### src/rtl/bit_serial_adder.sv
// Bit-serial adder/subtractor: one full-adder cell plus a carry flip-flop, LSB first.
// Operands are captured on start; the result, carry and signed overflow are registered at completion.
module bit_serial_adder #(
  parameter int WIDTH = 8
) (
  input  logic             clk,
  input  logic             rst,
  input  logic             start,
  input  logic             mode,
  input  logic [WIDTH-1:0] a,
  input  logic [WIDTH-1:0] b,
  input  logic             carry_in,
  output logic             busy,
  output logic             done,
  output logic [WIDTH-1:0] sum,
  output logic             carry_out,
  output logic             overflow
);

  localparam int CNT_W = (WIDTH > 2) ? $clog2(WIDTH) : 1;
  localparam logic [CNT_W-1:0] LAST_BIT = CNT_W'(WIDTH - 1);

  typedef enum logic [1:0] {
    ST_IDLE = 2'd0,
    ST_RUN  = 2'd1,
    ST_DONE = 2'd2
  } state_t;

  // Returns {carry, sum} of a single-bit full adder.
  function automatic logic [1:0] full_add(input logic x, input logic y, input logic ci);
    full_add = {(x & y) | (x & ci) | (y & ci), x ^ y ^ ci};
  endfunction

  state_t           state_r;
  logic [WIDTH-1:0] a_sh_r;
  logic [WIDTH-1:0] b_sh_r;
  logic [WIDTH-1:0] res_sh_r;
  logic             carry_r;
  logic [CNT_W-1:0] cnt_r;

  logic [1:0]       fa_s;
  logic [WIDTH-1:0] res_next_s;
  logic             last_bit_s;

  // Full-adder cell and the next value of the result shift register.
  always_comb begin
    fa_s       = full_add(a_sh_r[0], b_sh_r[0], carry_r);
    res_next_s = {fa_s[0], res_sh_r[WIDTH-1:1]};
    last_bit_s = (cnt_r == LAST_BIT);
  end

  // Control FSM with datapath shift registers and registered outputs.
  always_ff @(posedge clk or posedge rst) begin
    if (rst) begin
      state_r   <= ST_IDLE;
      a_sh_r    <= '0;
      b_sh_r    <= '0;
      res_sh_r  <= '0;
      carry_r   <= 1'b0;
      cnt_r     <= '0;
      busy      <= 1'b0;
      done      <= 1'b0;
      sum       <= '0;
      carry_out <= 1'b0;
      overflow  <= 1'b0;
    end else begin
      case (state_r)
        ST_IDLE: begin
          done <= 1'b0;
          if (start) begin
            // Subtraction is a + ~b + 1: invert B and seed the carry with 1.
            a_sh_r  <= a;
            b_sh_r  <= mode ? ~b : b;
            carry_r <= mode ? 1'b1 : carry_in;
            cnt_r   <= '0;
            busy    <= 1'b1;
            state_r <= ST_RUN;
          end else begin
            busy    <= 1'b0;
            state_r <= ST_IDLE;
          end
        end
        ST_RUN: begin
          a_sh_r   <= a_sh_r >> 1;
          b_sh_r   <= b_sh_r >> 1;
          res_sh_r <= res_next_s;
          carry_r  <= fa_s[1];
          cnt_r    <= cnt_r + CNT_W'(1);
          if (last_bit_s) begin
            // At the MSB, carry_r still holds the carry into the MSB.
            sum       <= res_next_s;
            carry_out <= fa_s[1];
            overflow  <= carry_r ^ fa_s[1];
            busy      <= 1'b0;
            done      <= 1'b1;
            state_r   <= ST_DONE;
          end else begin
            busy    <= 1'b1;
            done    <= 1'b0;
            state_r <= ST_RUN;
          end
        end
        ST_DONE: begin
          busy    <= 1'b0;
          done    <= 1'b0;
          state_r <= ST_IDLE;
        end
        default: begin
          busy    <= 1'b0;
          done    <= 1'b0;
          state_r <= ST_IDLE;
        end
      endcase
    end
  end

endmodule

### config.mk
export PLATFORM = sky130hd
export DESIGN_NAME = bit_serial_adder
export DESIGN_NICKNAME = d
export VERILOG_FILES = /design/src/rtl/bit_serial_adder.sv
export SDC_FILE = /design/constraint.sdc
export NUM_CORES = 1
export LEC_CHECK = 0
export ABC_CLOCK_PERIOD_IN_PS = 1800
export CORE_ASPECT_RATIO = 1.5
export CORE_MARGIN = 2
export CORE_UTILIZATION = 53
export CTS_BUF_LIST = sky130_fd_sc_hd__clkbuf_4
export CTS_CLUSTER_DIAMETER = 120
export DETAILED_ROUTE_END_ITERATION = 12
export PLACE_DENSITY = 0.92
export SYNTH_ARGS = -nofsm -noshare
export SYNTH_HDL_FRONTEND = slang
export SYNTH_SLANG_ARGS = --single-unit
### constraint.sdc
create_clock -name clk -period 1.8 [get_ports clk]
set_clock_uncertainty 0.2 [all_clocks]
set_input_delay 0.36 -clock clk [delete_from_list [all_inputs] [get_ports clk]]
set_output_delay 0.36 -clock clk [all_outputs]
set_load 0.01 [all_outputs]
### After elaboration in Yosys (flattened, before gate mapping)

Index checks and enable logic that the tools add are counted.
Widths: inputs -> output; s select.

| operators by class | value |
|---|---|
| $add $sub $neg | 1 |
| multipliers | 0 |
| div/mod/pow operators | 0 |
| $lt $le $gt $ge | 0 |
| equal/unequal tests | 3 |
| shift-type cells | 0 |
| multiplexer cells | 18 |
| bitwise logic cells | 9 |
| reduce and logical (&&, ||, !) cells | 4 |

Operator list:

| operator | number |
|---|---|
| $pmux 8 s2 | 2 |
| $mux 8 | 3 |
| $not 8->8 | 1 |
| $mux 1 | 7 |
| $pmux 3 s2 | 1 |
| $pmux 1 s2 | 2 |
| $pmux 2 s2 | 1 |
| $reduce_and 2->1 | 2 |
| $add 3x1->3 const B | 1 |
| $and 1x1->1 | 3 |
| $eq 3x3->1 const B | 1 |
| $mux 3 | 1 |
| $xor 1x1->1 | 3 |
| $eq 2x1->1 const B | 1 |
| $logic_not 2->1 | 1 |
| $mux 2 | 1 |
| $ne 2x2->1 const B | 1 |
| $or 1x1->1 | 2 |
| $reduce_bool 2->1 | 1 |

| storage, ports and cells | value |
|---|---|
| bits in registers | 42 |
| latch bits | 0 |
| RAM bits | 0 |
| ROM bits | 0 |
| bits of input ports | 21 |
| output and inout bits | 12 |
| word-level logic and storage cells | 46 |
| memories kept | 0 |

### Logic depth before layout (Yosys ltp)

Gate-level depths: netlist (run 1).

| logic depth | value |
|---|---|
| depth in word-level cells | 4 |
| depth in mapped cells | 6 |
| mapped depth without buffers | 5 |

### Worst setup path before layout (run 1)

No wires, ideal clock.

| timing | value |
|---|---|
| path type | flip-flop to flip-flop |
| start point | register cnt_r[0] |
| end point | register carry_out |
| setup time | 0.125 ns |
| arrival time | 1.307 ns |
| data required time | 1.475 ns |
| setup slack | 0.168 ns |
| stages on the path, launching flop included | 6 |
| path buffers | 1 |
| clock period less this slack | 1.632 ns |
| cell sequence | dfrtp_1 -> ha_1 -> ha_1 -> nand3b_4 -> buf_6 -> mux2_4 |

| between the ends | value |
|---|---|
| cells in the longest elaborated chain, start to end | 2 |

RTL lines:

| item | line | text |
|---|---|---|
| from (decl) | 39 | `logic [CNT_W-1:0] cnt_r;` |
| from (signal assigned) | 88 | `cnt_r <= cnt_r + CNT_W'(1);` |
| $eq 3x3->1 | 49 | `last_bit_s = (cnt_r == LAST_BIT);` |
| $reduce_and 2->1 (no line) | n/a |  |
| to (signal assigned) | 92 | `carry_out <= fa_s[1];` |
| to (decl) | 16 | `output logic carry_out,` |

Every way passes these cells.
A chain may end at the register's enable or synchronous reset.

### Worst setup path after layout (run 1)

| timing | value |
|---|---|
| start point | register cnt_r[0] |
| end point | register sum[5] |

| between the ends | value |
|---|---|
| cells in the longest elaborated chain, start to end | 2 |

RTL lines:

| item | line | text |
|---|---|---|
| $eq 3x3->1 | 49 |  |
| $reduce_and 2->1 (no line) | n/a |  |
| to (signal assigned) | 91 | `sum <= res_next_s;` |
| to (decl) | 15 | `output logic [WIDTH-1:0] sum,` |

Every way passes these cells.

==> impl_metrics.env, run 1 <==
export IMPL_status="finished clean"
export IMPL_drtIter0Drc=32
export IMPL_port_buffer_count=32
export IMPL_ys_seq_area_frac=0.5532
export IMPL_overflow=0
export IMPL_gp_congestion=0.7737
export IMPL_fillers=246
export IMPL_peakVddDrop_v=0.0007720
export IMPL_clk_pin_slew_ns=0.11
export IMPL_period_share=0.9472
export IMPL_seq_area_sq_um=978.4
export IMPL_nets=215
export IMPL_hpwl_mm=2.560
export IMPL_crit_type="reg2reg"
export IMPL_core_area_sq_mm=0.003159
export IMPL_syn2layout_area_growth_pct=23.19
export IMPL_startpoint_type="flip-flop"
export IMPL_wire_per_inst_um=14.77
export IMPL_ios=33
export IMPL_finalHoldViolations=0
export IMPL_viasPerCell=5.543
export IMPL_ys_warn_count=0
export IMPL_ant_nets=0
export IMPL_clock_latency_ns=0.34
export IMPL_rows=25
export IMPL_drive_above_1_share=0.1510
export IMPL_yosysUniqueCellTypes=24
export IMPL_firstDrtPassIters=4
export IMPL_wl_mm=3.427
export IMPL_n_antenna_cell=0
export IMPL_syn_num_nets=178
export IMPL_dpl_worst_slack_ns=-0.1917
export IMPL_start_util=0.5584
export IMPL_die_area_sq_mm=0.003816
export IMPL_drc=0
export IMPL_numCtsBuffers=5
export IMPL_grt_usage=0.2076
export IMPL_cts_sinks=39
export IMPL_ys_top_cells_by_area="dfrtp_1 (55%), nand2_1 (7.4%), mux2_4 (6.0%)"
export IMPL_cap_viol_max_count=0
export IMPL_htreeDepth=2
export IMPL_grt_pass1_vias=1352
export IMPL_cts_hold_buf=0
export IMPL_antenna_found_initial=0
export IMPL_synth_seq_cells=39
export IMPL_ctsLongestPathBuffers=2
export IMPL_dieHeight_um=74.66
export IMPL_die_w_um=51.11
export IMPL_vias=1286
export IMPL_cts_tree="built"
export IMPL_synth_top_cell_area_share=0.5532
export IMPL_final_min_clock_period_ns=1.705
export IMPL_postSynthCellCount=154
export IMPL_slew_violations=0
export IMPL_grt_max_degree=40
export IMPL_leakage_nw=1.070
export IMPL_slew_headroom=0.6604
export IMPL_fin_setup_tns_ns=0
export IMPL_max_freq_mhz=586.5
export IMPL_worst_pin_slew_ns=0.5084
export IMPL_multi_input_area_sq_um=703.2
export IMPL_crit_path_max_fanout=12
export IMPL_rsz0062_at_grt="false"
export IMPL_finalSetupViolations=0
export IMPL_hp_class="in2async"
export IMPL_setup_ws_ns=0.09507
export IMPL_cp_arrival_ns=1.75
export IMPL_required_ns=1.84
export IMPL_clockRootBuffer="clkbuf_4"
export IMPL_avgSynthCellArea_sq_um=11.46
export IMPL_cp_end_kind="flip-flop"
export IMPL_synth_area_sq_mm=0.001764
export IMPL_grt_pass1_wl_mm=5.809
export IMPL_powerDensity_mw_per_mm2=1480
export IMPL_synth_top_area_cell="dfrtp_1"
-- power breakdown --
part / leakage [nW] / internal, mW / total [mW] / switching, mW
Sequential: 0.497 / 1.25 / 1.47 / 0.225
Clock: 0.0307 / 0.160 / 0.431 / 0.271
Combinational: 0.542 / 0.651 / 1.31 / 0.664
-- repair_timing --
| action | CTS | global route |
|---|---|---|
| hold endpoints to repair | 0 | 0 |
| setup buffers | 2 | 0 |
| gates resized for setup | 14 | 0 |
| setup endpoints to repair | 12 | 0 |
-- sequential cells by signal (all words and copies together), names as in the netlist --
signal     cells
a_sh_r         8
b_sh_r         8
cnt_r          3
carry_out      1
carry_r        1
res_sh_r       7
done           1
state_r        1
overflow       1
sum            8
-- cell type report --
class                           instances  share of cell area
Timing Repair Buffer                   40              0.1739
Inverter                                3            0.005181
Tap cell                               40             0.02303
Sequential cell                        39              0.4502
Clock inverter                          2            0.003454
Multi-Input combinational cell        102              0.3235
Clock buffer                            6             0.02073
-- logic make-up after synthesis --
group / after synthesis / synth area share
AO/OA/AOI/OAI: 28 / 0.1184
XOR/XNOR: 9 / 0.04468
adder cells (fa/ha/maj): 3 / 0.02553
buffers and inverters: 13 / 0.04822
flip-flops: 39 / 0.5532
multiplexers: 10 / 0.07801
AND/OR/NAND/NOR: 52 / 0.1319
-- metal layers --
metal | track usage | wire, um | share of wire
met1 | 0.2163 | 1329 | 0.39
met3 | 0.06151 | 194 | 0.057
met4 | 0.06907 | 67 | 0.020
met5 | 0 | 0 | 0
met2 | 0.3925 | 1836 | 0.54
-- worst paths after layout --
kind	start	to	slack (ns)	cells past startpoint
max	cnt_r[0]	sum[5]	0.1	4
min reg2reg	res_sh_r[1]	res_sh_r[1]	0.29	2
min	rst	a_sh_r[3]	0.17	3
max in group asynchronous	rst	state_r[0]	1.03	3
max reg2reg	cnt_r[0]	sum[5]	0.1	4
min in group clk	res_sh_r[1]	res_sh_r[1]	0.29	2
-- cell usage in the layout, fill, tap and decap left out, drive strengths merged, types with 2 or more instances in the layout --
| cell | netlist | layout |
|---|---|---|
| o21ai | 12 | 12 |
| a221o | 7 | 7 |
| mux2 | 9 | 9 |
| nor2b | 2 | 2 |
| dfrtp | 39 | 39 |
| a22oi | 8 | 8 |
| nand3 | 3 | 3 |
| xnor2 | 8 | 8 |
| nor2 | 8 | 8 |
| clkdlybuf4s50 | 0 | 20 |
| clkinv | 0 | 2 |
| clkbuf | 1 | 6 |
| nand2 | 35 | 35 |
| inv | 3 | 3 |
| buf | 9 | 8 |
| dlygate4sd2 | 0 | 12 |
| ha | 2 | 2 |
-- through the flow --
| stage | area (sq um) | power, mW | std cells | utilization | hold WS, ns |
|---|---|---|---|---|---|
| 3_5_place_dp | 2118 | 2.891 | 222 | 0.6705 | 0.2676 |
| 5_1_grt | 2173 | 3.458 | 232 | 0.6879 | 0.1793 |
| 6_report | 2173 | 3.216 | 232 | 0.6879 | 0.1654 |
| 4_1_cts | 2173 | 3.261 | 232 | 0.6879 | 0.1584 |
| 3_3_place_gp | 2118 | 2.758 | 222 | 0.6705 | 0.2611 |
| 2_1_floorplan | 1764 | 2.398 | 154 | - | 0.2459 |
-- cells in the mapped netlist --
cell type  instances
a22oi_1            8
fa_1               1
nor2b_1            2
inv_1              3
nor2_1             8
nand3_1            3
xnor2_1            8
nand2b_1           1
nand3b_4           1
o21bai_4           1
xor2_1             1
mux2_2             2
or3b_4             1
buf_6              4
mux2_4             7
a221o_1            7
o21ai_0           12
nand2_1           35
clkbuf_1           1
or2_2              1
buf_2              5
ha_1               2
mux2i_1            1
dfrtp_1           39
-- critical path, cell delays in order, from the launching register on --
cell,delay (ns)
dfrtp_1,0.41
ha_1,0.21
ha_1,0.22
nand3b_4,0.20
mux2_2,0.36
(Power assumes the default switching activity.)
==> inputs of run 2 (changes only) <==
--- a/config.mk
+++ b/config.mk
@@ -6,13 +6,16 @@
 export NUM_CORES = 1
 export LEC_CHECK = 0
 export ABC_CLOCK_PERIOD_IN_PS = 1800
+export CELL_PAD_IN_SITES_DETAIL_PLACEMENT = 1
+export CELL_PAD_IN_SITES_GLOBAL_PLACEMENT = 1
 export CORE_ASPECT_RATIO = 1.5
 export CORE_MARGIN = 2
-export CORE_UTILIZATION = 53
+export CORE_UTILIZATION = 42
 export CTS_BUF_LIST = sky130_fd_sc_hd__clkbuf_4
 export CTS_CLUSTER_DIAMETER = 120
 export DETAILED_ROUTE_END_ITERATION = 12
 export PLACE_DENSITY = 0.92
+export SLEW_MARGIN = 5
 export SYNTH_ARGS = -nofsm -noshare
 export SYNTH_HDL_FRONTEND = slang
 export SYNTH_SLANG_ARGS = --single-unit
==> run 2 against run 1 <==
Critical path depth is the same. Fmax grew 0.83%. Sequential share of layout area shrank 0.61 points. Critical path type unchanged. Critical endpoint unchanged.
==> impl_metrics.env, run 2 (synthesis results as in run 1) <==
export IMPL_status="finished clean"
export IMPL_start_util=0.4417
export IMPL_clockRootBuffer="clkbuf_4"
export IMPL_core_area_sq_mm=0.003994
export IMPL_crit_start="cnt_r[0]"
export IMPL_vias=1307
export IMPL_hp_class="in2async"
export IMPL_slew_headroom=0.6883
export IMPL_rows=28
export IMPL_biggestRegsByFlops="a_sh_r: 8 flops, b_sh_r: 8 flops, sum: 8 flops"
export IMPL_die_w_um=56.92
export IMPL_numCtsBuffers=5
export IMPL_period_share=0.9393
export IMPL_hpwl_mm=3.148
export IMPL_gr_usage_met2=0.3469
export IMPL_crit_slowest_cell="dfrtp_1"
export IMPL_cp_arrival_ns=1.72
export IMPL_clk_pin_slew_ns=0.11
export IMPL_finalInstanceArea_sq_mm=0.002203
export IMPL_dpl_worst_slack_ns=-0.2280
export IMPL_htreeDepth=2
export IMPL_stdcell_count=237
export IMPL_layout_common_cells="dfrtp_1 (37), nand2_1 (35), clkdlybuf4s50_1 (20)"
export IMPL_firstDrtPassIters=4
export IMPL_grt_busiest_layer="met2"
export IMPL_cap_viol_max_count=0
export IMPL_cts_hold_buf=0
export IMPL_grtUsageMet3=0.02960
export IMPL_die_area_sq_mm=0.004745
export IMPL_drc=0
export IMPL_clock_latency_ns=0.33
export IMPL_slowest_delay_ns=0.42
export IMPL_peakVddDrop_v=0.0008640
export IMPL_grt_pass1_wl_mm=7.251
export IMPL_hold_worst_slack_ns=0.1596
export IMPL_setup_ws_ns=0.1092
export IMPL_rsz0062_at_grt="false"
export IMPL_grt_pass1_vias=1469
export IMPL_cts_tree="built"
export IMPL_cpLargestDelayFamily="adder cells"
export IMPL_overflow=0
export IMPL_drive_above_1_share=0.1719
export IMPL_finalHoldViolations=0
export IMPL_crit_chain="ha_1 > ha_2 > nand3b_4 > mux2_2"
export IMPL_required_ns=1.83
export IMPL_powerDensity_mw_per_mm2=1509
export IMPL_dpl_cell_area_sq_mm=0.002132
export IMPL_ctsLongestPathBuffers=2
export IMPL_ant_nets=0
export IMPL_nets=217
export IMPL_use_met1=0.2381
export IMPL_cts_sinks=39
export IMPL_fin_setup_tns_ns=0
export IMPL_grt_max_degree=40
export IMPL_syn2layout_area_growth_pct=24.89
export IMPL_startpoint_type="flip-flop"
export IMPL_cp_end_kind="flip-flop"
export IMPL_wl_mm=4.225
export IMPL_leakage_nw=1.106
export IMPL_grt_usage=0.1951
export IMPL_fillers=436
export IMPL_slew_violations=0
export IMPL_viasPerCell=5.515
export IMPL_ios=33
export IMPL_worst_pin_slew_ns=0.4675
export IMPL_wire_per_inst_um=17.83
export IMPL_crit_path_max_fanout=12
export IMPL_antenna_found_initial=0
export IMPL_critPathBufInv=0
export IMPL_crit_type="reg2reg"
export IMPL_max_freq_mhz=591.4
export IMPL_worstReg2RegStart="cnt_r[0]"
export IMPL_dieHeight_um=83.38
export IMPL_n_antenna_cell=0
export IMPL_finalSetupViolations=0
export IMPL_drtIter0Drc=25
export IMPL_final_min_clock_period_ns=1.691
export IMPL_gp_congestion=0.7828
export IMPL_port_buffer_count=32
export IMPL_place_inst=228
export IMPL_final_common_cell="dfrtp_1"
-- run 2: changes by cell type in the layout (fill, tap and decap cells not counted) --
| cell | delta |
|---|---|
| dlygate4sd2_1 | -3 |
| dlymetal6s2s_1 | +3 |
| buf_4 | +2 |
| clkinv_1 | -2 |
| ha_1 | -1 |
| ha_2 | +1 |
| nor2b_1 | -1 |
| nor2b_2 | +1 |
-- run 2: power by group --
group	leakage, nW	switching, mW	internal, mW
Sequential	0.497	0.258	1.25
Combinational	0.581	0.713	0.691
Clock	0.0276	0.262	0.154
-- run 2: final cells by class --
type	instances	area (sq um)	area share
flip-flops and latches	39	978.4	0.4441
multi-input cells	102	708.2	0.3214
repair buffers	42	404.1	0.1834
well taps	45	56.30	0.02555
clock buffers	6	45.04	0.02044
inverters	3	11.26	0.005111
-- run 2: timing repair --
item                                    in CTS  in global routing
endpoints found under the setup margin      17                  4
buffers inserted                             3                  0
gates resized for setup                     12                  4
cloned                                       0                  0
endpoints found under the hold margin        0                  0
-- run 2: per-stage QoR --
stage	util	power, mW
floorplan	-	2.398
finish	0.5517	3.325
CTS	0.5492	3.348
global route	0.5517	3.585
detailed placement	0.5338	2.955
global placement	0.5338	2.774
-- run 2: path summary, 6_finish.rpt --
| check | to | slack [ns] | cells past startpoint |
|---|---|---|---|
| worst max-delay path | sum[5] | 0.11 | 4 |
| worst min-delay path | sum[7] | 0.16 | 3 |
| worst max register to register | sum[5] | 0.11 | 4 |
| worst min register to register | sum[6] | 0.31 | 1 |
| max in group asynchronous | state_r[0] | 1.02 | 3 |
| min in group clk | sum[6] | 0.31 | 1 |
-- run 2: worst reg2reg max path: cells and delay by family (launching register included) --
kind,cells,cell delay [ns]
AND/OR/NAND/NOR,1,0.20
adder cells (fa/ha/maj),2,0.42
flip-flops,1,0.42
multiplexers,1,0.36
-- run 2: routing by layer --
metal | vias to the layer above | part of all wire
met1 | 657 | 0.38
met2 | 42 | 0.56
li1 | 599 | -
met3 | 9 | 0.036
met4 | 0 | 0.019
met5 | - | 0
==> inputs of run 3 (changes only) <==
--- a/config.mk
+++ b/config.mk
@@ -5,6 +5,7 @@
 export SDC_FILE = /design/constraint.sdc
 export NUM_CORES = 1
 export LEC_CHECK = 0
+export ABC_AREA = 0
 export ABC_CLOCK_PERIOD_IN_PS = 1800
 export CELL_PAD_IN_SITES_DETAIL_PLACEMENT = 1
 export CELL_PAD_IN_SITES_GLOBAL_PLACEMENT = 1
@@ -12,7 +13,6 @@
 export CORE_MARGIN = 2
 export CORE_UTILIZATION = 42
 export CTS_BUF_LIST = sky130_fd_sc_hd__clkbuf_4
-export CTS_CLUSTER_DIAMETER = 120
 export DETAILED_ROUTE_END_ITERATION = 12
 export PLACE_DENSITY = 0.92
 export SLEW_MARGIN = 5
==> results of run 3 <==
Final layout, timing and power as in run 2 (identical DEF).
